### config.mk
export PLATFORM = sky130hd
export DESIGN_NAME = button_toggle_debouncer
export DESIGN_NICKNAME = d
export VERILOG_FILES = /design/src/rtl/button_toggle_debouncer_pkg.sv /design/src/rtl/button_toggle_debouncer_sync_2ff.sv /design/src/rtl/button_toggle_debouncer.sv
export SDC_FILE = /design/constraint.sdc
export NUM_CORES = 1
export LEC_CHECK = 0
export CAP_MARGIN = 40
export CORE_ASPECT_RATIO = 1.1
export CORE_MARGIN = 4
export CORE_UTILIZATION = 55
export DETAILED_ROUTE_END_ITERATION = 8
export PLACE_DENSITY = 0.74
export SYNTH_ARGS = -nofsm -noshare
export SYNTH_HDL_FRONTEND = slang
export SYNTH_SLANG_ARGS = --single-unit
### constraint.sdc
create_clock -name clk_in -period 2.35 [get_ports clk_in]
set_input_delay 0.47 -clock clk_in [delete_from_list [all_inputs] [get_ports clk_in]]
set_output_delay 0.47 -clock clk_in [all_outputs]
set_load 0.1 [all_outputs]
### src/rtl/button_toggle_debouncer_pkg.sv
// Shared definitions for the button debouncer and the flasher FSMs: state
// encodings and the ms-to-cycles conversion used to size the counters.
package button_toggle_debouncer_pkg;

  typedef enum logic [1:0] {
    StIdle        = 2'd0,
    StPressWait   = 2'd1,
    StHeld        = 2'd2,
    StReleaseWait = 2'd3
  } btn_state_e;

  // Divide first so large clock frequencies do not overflow 32 bits.
  function automatic int unsigned ms_to_cycles(input int unsigned clk_freq_hz,
                                               input int unsigned ms);
    return clk_freq_hz / 1000 * ms;
  endfunction

endpackage

### src/rtl/button_toggle_debouncer_sync_2ff.sv
// Two-flop synchronizer for a single asynchronous bit, reset to 0.
module sync_2ff (
  input  logic clk_i,
  input  logic rst_ni,
  input  logic d_i,
  output logic q_o
);

  logic meta_q;
  logic sync_q;

  always_ff @(posedge clk_i or negedge rst_ni) begin
    if (!rst_ni) begin
      meta_q <= 1'b0;
      sync_q <= 1'b0;
    end else begin
      meta_q <= d_i;
      sync_q <= meta_q;
    end
  end

  assign q_o = sync_q;

endmodule

### src/rtl/button_toggle_debouncer.sv
// Push-button debouncer emitting 1-cycle press/release pulses and a level.
// Define BTN_LONG_PRESS_EN to add the long-press pulse; otherwise it is tied 0.
module button_toggle_debouncer
  import button_toggle_debouncer_pkg::*;
#(
  parameter int unsigned CLK_FREQ_HZ   = 50000000,
  parameter int unsigned DEBOUNCE_MS   = 20,
  parameter int unsigned LONG_PRESS_MS = 1000
) (
  input  logic clk_in,
  input  logic rst_n_in,
  input  logic btn_in,
  output logic btn_level_out,
  output logic press_pulse_out,
  output logic release_pulse_out,
  output logic long_press_out
);

  localparam int unsigned DebounceCycles = ms_to_cycles(CLK_FREQ_HZ, DEBOUNCE_MS);
  localparam int unsigned LongCycles     = ms_to_cycles(CLK_FREQ_HZ, LONG_PRESS_MS);
  localparam int unsigned CntW           = $clog2(DebounceCycles + 1);
  localparam logic [CntW-1:0] CntLast    = CntW'(DebounceCycles - 1);

  if (DebounceCycles < 2) begin : g_bad_debounce
    $error("DEBOUNCE_CYCLES must be at least 2");
  end
  if (LongCycles <= DebounceCycles) begin : g_bad_long
    $error("LONG_CYCLES must exceed DEBOUNCE_CYCLES");
  end

  logic btn_s;

  sync_2ff u_sync (
    .clk_i  (clk_in),
    .rst_ni (rst_n_in),
    .d_i    (btn_in),
    .q_o    (btn_s)
  );

  btn_state_e      state_q, state_d;
  logic [CntW-1:0] cnt_q, cnt_d;
  logic            level_q, level_d;
  logic            press_q, press_d;
  logic            release_q, release_d;

  always_comb begin
    state_d   = state_q;
    cnt_d     = cnt_q;
    level_d   = level_q;
    press_d   = 1'b0;
    release_d = 1'b0;
    unique case (state_q)
      StIdle: begin
        if (btn_s) begin
          state_d = StPressWait;
          cnt_d   = CntW'(1);
        end else begin
          cnt_d = '0;
        end
      end
      StPressWait: begin
        if (!btn_s) begin
          state_d = StIdle;
          cnt_d   = '0;
        end else if (cnt_q == CntLast) begin
          state_d = StHeld;
          press_d = 1'b1;
          level_d = 1'b1;
          cnt_d   = '0;
        end else begin
          cnt_d = cnt_q + CntW'(1);
        end
      end
      StHeld: begin
        if (!btn_s) begin
          state_d = StReleaseWait;
          cnt_d   = CntW'(1);
        end else begin
          cnt_d = '0;
        end
      end
      StReleaseWait: begin
        if (btn_s) begin
          state_d = StHeld;
          cnt_d   = '0;
        end else if (cnt_q == CntLast) begin
          state_d   = StIdle;
          release_d = 1'b1;
          level_d   = 1'b0;
          cnt_d     = '0;
        end else begin
          cnt_d = cnt_q + CntW'(1);
        end
      end
      default: begin
        state_d = StIdle;
        cnt_d   = '0;
      end
    endcase
  end

  always_ff @(posedge clk_in or negedge rst_n_in) begin
    if (!rst_n_in) begin
      state_q   <= StIdle;
      cnt_q     <= '0;
      level_q   <= 1'b0;
      press_q   <= 1'b0;
      release_q <= 1'b0;
    end else begin
      state_q   <= state_d;
      cnt_q     <= cnt_d;
      level_q   <= level_d;
      press_q   <= press_d;
      release_q <= release_d;
    end
  end

  assign btn_level_out     = level_q;
  assign press_pulse_out   = press_q;
  assign release_pulse_out = release_q;

`ifdef BTN_LONG_PRESS_EN
  localparam int unsigned HoldW          = $clog2(LongCycles + 1);
  localparam logic [HoldW-1:0] HoldMax   = HoldW'(LongCycles);
  localparam logic [HoldW-1:0] HoldFire  = HoldW'(LongCycles - 1);

  logic [HoldW-1:0] hold_q, hold_d;
  logic             long_q, long_d;

  // Counter is 0 on entry to HELD and saturates, so the fire value is seen once per press.
  always_comb begin
    hold_d = '0;
    long_d = 1'b0;
    if (state_q == StHeld || state_q == StReleaseWait) begin
      hold_d = (hold_q == HoldMax) ? hold_q : hold_q + HoldW'(1);
      long_d = (hold_q == HoldFire);
    end
  end

  always_ff @(posedge clk_in or negedge rst_n_in) begin
    if (!rst_n_in) begin
      hold_q <= '0;
      long_q <= 1'b0;
    end else begin
      hold_q <= hold_d;
      long_q <= long_d;
    end
  end

  assign long_press_out = long_q;
`else
  assign long_press_out = 1'b0;
`endif

endmodule

Yosys cells after proc, flatten, opt, wreduce, memory -nomap -nowiden
Index checks and enable logic that the tools add are counted.
{"block": "totals", "input_bits": 3, "reg_bits": 27, "output_inout_bits": 4}
{"block": "classes", "n_reduce_logical": 4, "n_mux": 23, "eq_ne": 12, "add_sub_neg": 1}
{"op": "$pmux W20 S4", "count": 1}
{"op": "$mux W20", "count": 3}
{"op": "$add A20 B1 Y20 const B", "count": 1}
{"op": "$eq A20 B20 Y1 const B", "count": 1}
{"op": "$mux W2", "count": 6}
{"op": "$mux W1", "count": 11}
{"op": "$ne A2 B2 Y1 const B", "count": 4}
{"op": "$pmux W2 S4", "count": 1}
{"op": "$reduce_and A5 Y1", "count": 1}
{"op": "$eq A2 B2 Y1 const B", "count": 2}
{"op": "$ne A2 B1 Y1 const B", "count": 2}
{"op": "$reduce_and A4 Y1", "count": 1}
{"op": "$ne A3 B2 Y1 const B", "count": 1}
{"op": "$ne A3 B3 Y1 const B", "count": 1}
{"op": "$eq A2 B1 Y1 const B", "count": 1}
{"op": "$logic_not A2 Y1", "count": 1}
{"op": "$pmux W1 S2", "count": 1}
{"op": "$reduce_bool A2 Y1", "count": 1}

Longest topological paths before layout
Gate-level depths: netlist of run 1.
{"block": "depth", "word_depth": 4, "ltp_mapped": 6, "depth_no_buf": 5}

Modules after synthesis
A second synthesis of run 1 with hierarchy kept.
{"block": "unflattened", "cells_unflattened": 123, "hier_area_um2": 1287.5}
{"mod": "button_toggle_debouncer", "instances": 1, "area_per_inst_um2": 1237.4, "cells_each": 121}
{"mod": "sync_2ff", "instances": 1, "area_per_inst_um2": 50.0, "cells_each": 2}

Least setup slack after synthesis of run 1
No wires, ideal clock.
{"block": "synth_timing", "path_kind": "reg-to-reg", "from": "register cnt_q[5]", "to": "register cnt_q[19]", "path_stages_with_launch": 6, "synth_period_minus_slack_ns": 1.826, "slack_ns": 0.524, "arrival_ns": 1.746, "setup_ns": 0.080, "n_path_buf": 1, "t_required_ns": 2.270, "path_cell_list": "dfrtp_1 -> nand4_4 -> or4_1 -> buf_2 -> or4_1 -> a21oi_1"}
{"block": "synth_between", "elab_chain_cells": 4, "word_cells_on_any_way": 6}
{"element": "start: declaration", "line": "button_toggle_debouncer.sv:41", "source": "logic [CntW-1:0] cnt_q, cnt_d;"}
{"element": "start signal: assignment", "line": "button_toggle_debouncer.sv:111", "source": "cnt_q <= cnt_d;"}
{"element": "$add A20 B1 Y20 or $eq A20 B20 Y1 (tied branches)"}
{"element": "$mux W20 (*)", "line": "button_toggle_debouncer.sv:65, button_toggle_debouncer.sv:86"}
{"element": "$mux W20, on equally long branches", "line": "button_toggle_debouncer.sv:83, button_toggle_debouncer.sv:62"}
{"element": "$pmux W20 S4 (*)", "line": "button_toggle_debouncer.sv:52", "source": "unique case (state_q)"}
{"element": "net cnt_d[19]", "line": "button_toggle_debouncer.sv:41"}
The timed path passes the listed nets; every way through them passes the cells marked *.
A chain may end at the register's enable or synchronous reset.

Final worst setup path of run 1
Ends and elaborated chain as after synthesis.

==> reports/results.ini, run 1 <==
[status]
status=finished, final reports clean

[cts]
clockRootBuffer=clkbuf_4
clkSinkCount=27
postCtsSetupBuffers=0
cts.clk_slew.worst_paths_ns=0.14
cts-resized-gates=0
cts-buffers-inserted=3
clock_latency_ns=0.32
cts_max_path_buffers=2
postCtsHoldBufs=0
h-tree-depth=1
cts_tree=yes

[layout]
insertedDiodeCount=0
drive_gt1_share_pct=10.2
area_growth_pct=8.45
finalNetCount=142

[place]
globalplace.congestion=0.803
hpwlAfterDp_microns=1610
portBuffers=5

[drt]
dr.pass1.iters=4
wl_per_cell_microns=13.1
viasPerCell=5.62
drtAntennaViolNets=0
wirelength_microns=2200
drtIter0Drc=33
drc_errors=0
vias=939

[logic_synthesis]
synth_area_leaders=dfrtp_1 (52%), xnor2_1 (5.4%), nor2_1 (4.7%), xor2_1 (3.4%), a21oi_1 (2.3%)
post-synth-top-area-cell=dfrtp_1
synth-seq-cells=27
synthFlopType=dfrtp_1
ys_seq_area_share_pct=52.4
syn_nets=133
synth.cell_area_sq_um=1290
ys_types=33
avgSynthCellArea_sq_um=9.99
synth_commonest_cells=dfrtp_1 (27), nor2_1 (16), nand2_1 (8), xnor2_1 (8), inv_1 (7)
synthArstFlopShare_pct=100
synth_top_area_share_pct=52.4
synth_most_common_cell=dfrtp_1
yosys_warnings=0
synth_edf_count=0
synthCells=129

[power_and_ir_drop]
p_total_w=0.000710
powerDensity_nw_per_um2=508
p_leak_nw=0.543
peakVddDrop_uv=491

[timing]
setup-violations-final=0
rsz0062_at_grt=false
finalSetupTns_ns=0
period_share_pct=83.7
fmax_mhz=509
skew_ns=0.00337
fin_crit_ns=1.97
finalMaxSlewViolations=0
finalHoldViolations=0

[floorplan]
core_sq_um=2250
die_area_sq_um=3180
die_w_microns=54.2
start_util_pct=57.2
dieHeight_microns=58.8
rows=18
io_pins=7

[global_routing]
grt_max_degree=28
grt_usage_pct=16.6
grt_first_pass_wirelength_microns=3890
grt_pass1_vias=889
grt_antenna_before_repair=0
grt_overflow=0

[critical_path]
arrival_ns=2.23
start_kind=flop
crit_required_ns=2.61
crit_fanout=7
r2r-end=cnt_q[19]
endpoint_kind=flop
r2r_start=cnt_q[5]
cp-startpoint=cnt_q[5]
cp-endpoint=cnt_q[19]
r2r_cells=4
regToRegSetupSlack_ns=0.38
crit_type=flop to flop

[min_path]
hold_path.class=flop to flop

[flow_run]
cap_violations=0

-- kinds of logic (layout without fill, tap and decap cells) --
| group | after synthesis | in the layout | share of synthesized area [%] |
|---|---|---|---|
| compound gates | 20 | 20 | 9.71 |
| xor+xnor | 13 | 13 | 8.84 |
| fa+ha+maj | 1 | 1 | 0.971 |
| buf+inv | 10 | 18 | 3.30 |
| flops | 27 | 27 | 52.4 |
| other cells | 1 | 1 | 0.291 |
| simple gates | 57 | 57 | 24.5 |
-- per-layer routing --
| metal | vias up | track usage [%] | part of all wire [%] |
|---|---|---|---|
| li1 | 472 | - | - |
| met5 | - | 0 | 0 |
| met1 | 450 | 23.4 | 49 |
| met4 | 0 | 8.54 | 2.2 |
| met3 | 6 | 2.28 | 2.2 |
| met2 | 11 | 24.6 | 46 |
-- registers in the layout, indices dropped and copies added, names as in the netlist, named ones only --
name,cells
state_q,1
press_pulse_out,1
u_sync.q_o,1
release_pulse_out,1
btn_level_out,1
cnt_q,20
u_sync.meta_q,1
-- worst max-delay path, cell delays in order, from the launching register on --
cell and delay, ns:
dfrtp_1 0.50, nand4_4 0.16, or4_1 0.66, or4_1 0.44
a21oi_1 0.15
-- layout by cell type (no fill, tap or decap), types with 2 or more instances in the layout --
master	n
a21oi_1	6
and4_1	2
buf_4	5
clkbuf_4	3
clkdlybuf4s50_1	2
dfrtp_1	27
inv_1	7
nand2_1	8
nand3_1	5
nand4_1	4
nor2_1	16
nor3_1	6
nor4_1	3
o21ai_0	5
o21ai_1	2
o31ai_1	2
or3_1	3
or4_1	4
xnor2_1	8
xor2_1	5
-- where the power goes --
part           switching, W  total [W]  internal [W]  leakage [nW]
Sequential       0.00000412   0.000474      0.000470         0.368
Clock              0.000136   0.000202     0.0000651        0.0139
Combinational     0.0000258  0.0000353    0.00000950         0.161
-- final cells by class --
cell class                 instances  area [sq um]
timing repair buffer               7          57.6
clock inverter                     1          7.51
inverter                           7          26.3
sequential                        27           676
fill                             205           855
clock buffer                       3          22.5
tap                               30          37.5
multi-input combinational         92           571
-- metrics by stage --
| stage | utilization, % | hold WS (ns) | cells | area (sq um) | worst slack [ns] |
|---|---|---|---|---|---|
| finish | 62.1 | 0.373 | 167 | 1400 | 0.384 |
| global route | 62.1 | 0.390 | 167 | 1400 | 0.274 |
| CTS | 62.1 | 0.376 | 167 | 1400 | 0.371 |
| detailed placement | 60.7 | 0.342 | 163 | 1370 | 0.410 |
| global placement | 60.7 | 0.332 | 163 | 1370 | 0.494 |
| floorplan | - | 0.174 | 129 | 1290 | 0.524 |
-- worst min path at each step --
stage	from	endpoint	slack (ns)	cells after the start
detailed placement	u_sync.meta_q	u_sync.q_o	0.34	0
CTS	u_sync.meta_q	u_sync.q_o	0.38	0
global placement	u_sync.meta_q	u_sync.q_o	0.33	0
floorplan	rst_n_in	asynchronous set/reset pin	0.17	0
global route	u_sync.meta_q	u_sync.q_o	0.39	0
finish	u_sync.meta_q	u_sync.q_o	0.37	0
Power figures use the tool's default switching activity.
==> inputs of run 2 (changes only) <==
clock period = 2 ns   (was 2.35 ns; I/O delays follow)
==> reports/results.ini, run 2 (synthesized netlist as in run 1, its figures left out) <==
[critical_path]
slowest_stage=or4_1
start_kind=flop
cp.buffers_inverters=0
arrival_ns=2.10
crit_fanout=7
cpLargestDelayFamily=simple AND/OR/NAND/NOR gates
cp_cell_sequence=nand4_4, or4_1, or4_1, a21oi_1
cp-startpoint=cnt_q[6]
path_common_cell=or4_1
crit_type=flop to flop
r2r_start=cnt_q[6]
endpoint_kind=flop
critPathMaxStageDelay_ns=0.59
crit_required_ns=2.27

[layout]
seq_area_sq_um=681
regMostFlops=cnt_q
drive_gt1_share_pct=15.1
layout_common_cells=dfrtp_1 (23), nor2_1 (16), nand2_1 (8), xnor2_1 (8)
insertedDiodeCount=0
finalNetCount=144
final_common_cell=dfrtp_1
largest_register_ffs=20
n_fill_cell=198
multiInputGateArea_sq_um=574
area_growth_pct=10.3

[timing]
finalHoldViolations=0
period_share_pct=91.5
fin_crit_ns=1.83
setup-violations-final=0
skew_ns=0.00551
fmax_mhz=546
hold_ws_ns=0.385
finalMaxSlewViolations=0
finalSetupTns_ns=0
rsz0062_at_grt=false

[floorplan]
rows=18
die_w_microns=54.2
dieHeight_microns=58.8
start_util_pct=57.2
core_sq_um=2250
die_area_sq_um=3180
io_pins=7

[cts]
clock_latency_ns=0.33
clockRootBuffer=clkbuf_4
cts-resized-gates=0
postCtsSetupBuffers=0
cts.clk_slew.worst_paths_ns=0.15
cts-buffers-inserted=3
clkSinkCount=27
cts_tree=yes
postCtsHoldBufs=0
cts_max_path_buffers=2
h-tree-depth=1

[global_routing]
grt_antenna_before_repair=0
grt_overflow=0
grt_usage_pct=18.1
grt_max_degree=28
grt_first_pass_wirelength_microns=4240
grt_pass1_vias=949

[drt]
drtIter0Drc=30
drtAntennaViolNets=0
dr.pass1.iters=4
vias=955
viasPerCell=5.65
wirelength_microns=2360
wl_per_cell_microns=14.0
drc_errors=0

[min_path]
hold_path.class=flop to flop
hold_start=u_sync.meta_q

[place]
portBuffers=5
hpwlAfterDp_microns=1740
globalplace.congestion=0.881

[power_and_ir_drop]
powerDensity_nw_per_um2=591
peakVddDrop_uv=540
p_leak_nw=0.548

[status]
status=finished, final reports clean

[flow_run]
cap_violations=0

-- run 2: cell types whose count changed in the layout (fill, tap and decap cells not counted) --
cell	delta
buf_4	+2
dfrtp_1	-4
dfrtp_2	+4
or4_1	-1
or4_4	+1
-- run 2: final cells by class --
type / instances / area share (%)
Clock buffer: 3 / 1.58
Clock inverter: 1 / 0.528
Inverter: 7 / 1.85
Multi-Input combinational cell: 92 / 40.4
Sequential cell: 27 / 47.9
Tap cell: 30 / 2.64
Timing Repair Buffer: 9 / 5.11
-- run 2: worst register-to-register path, cell delays in order (launching register included) --
cell     delay (ns)
dfrtp_2        0.45
nand4_4        0.15
or4_1          0.59
or4_1          0.43
a21oi_1        0.15
-- run 2: through the flow --
step	total power (W)	cells	util, %	worst slack (ns)	cell area, sq um
2_1_floorplan	0.000589	129	-	0.174	1290
3_3_place_gp	0.000608	165	61.4	0.156	1380
3_5_place_dp	0.000610	165	61.4	0.0869	1380
4_1_cts	0.000846	169	62.7	0.0125	1410
5_1_grt	0.000876	169	63.1	0.0576	1420
6_report	0.000840	169	63.1	0.170	1420
-- run 2: final timing paths --
kind                                    to  slack, ns  cells after the start
setup / recovery                 cnt_q[15]       0.17                      4
hold / removal                  u_sync.q_o       0.39                      0
setup reg to reg                 cnt_q[15]       0.17                      4
hold reg to reg                 u_sync.q_o       0.39                      0
max in group asynchronous         cnt_q[7]       1.32                      2
min in group asynchronous  press_pulse_out       0.42                      2
-- run 2: routing by layer --
metal / share of wire [%] / GRT usage (%) / routed length, microns / vias up
met5: 0 / 0 / 0 / -
met1: 44 / 23.6 / 1030 / 471
met3: 3.1 / 4.56 / 72 / 2
li1: - / - / - / 471
met4: 0.64 / 5.34 / 15 / 0
met2: 52 / 29.4 / 1240 / 11
-- run 2: power breakdown --
| part | internal, W | leakage [nW] | total [W] | switching, W |
|---|---|---|---|---|
| clock | 0.0000766 | 0.0139 | 0.000242 | 0.000165 |
| sequential | 0.000552 | 0.361 | 0.000557 | 0.00000517 |
| combinational | 0.0000113 | 0.172 | 0.0000416 | 0.0000302 |
| total | 0.000640 | 0.548 | 0.000840 | 0.000201 |
==> inputs of run 3 (changes only) <==
GPL_ROUTABILITY_DRIVEN = 0   (was not set)
SLEW_MARGIN = 20   (was not set)
==> results of run 3 <==
No change in the layout: final DEF, timing and power equal those of run 2.
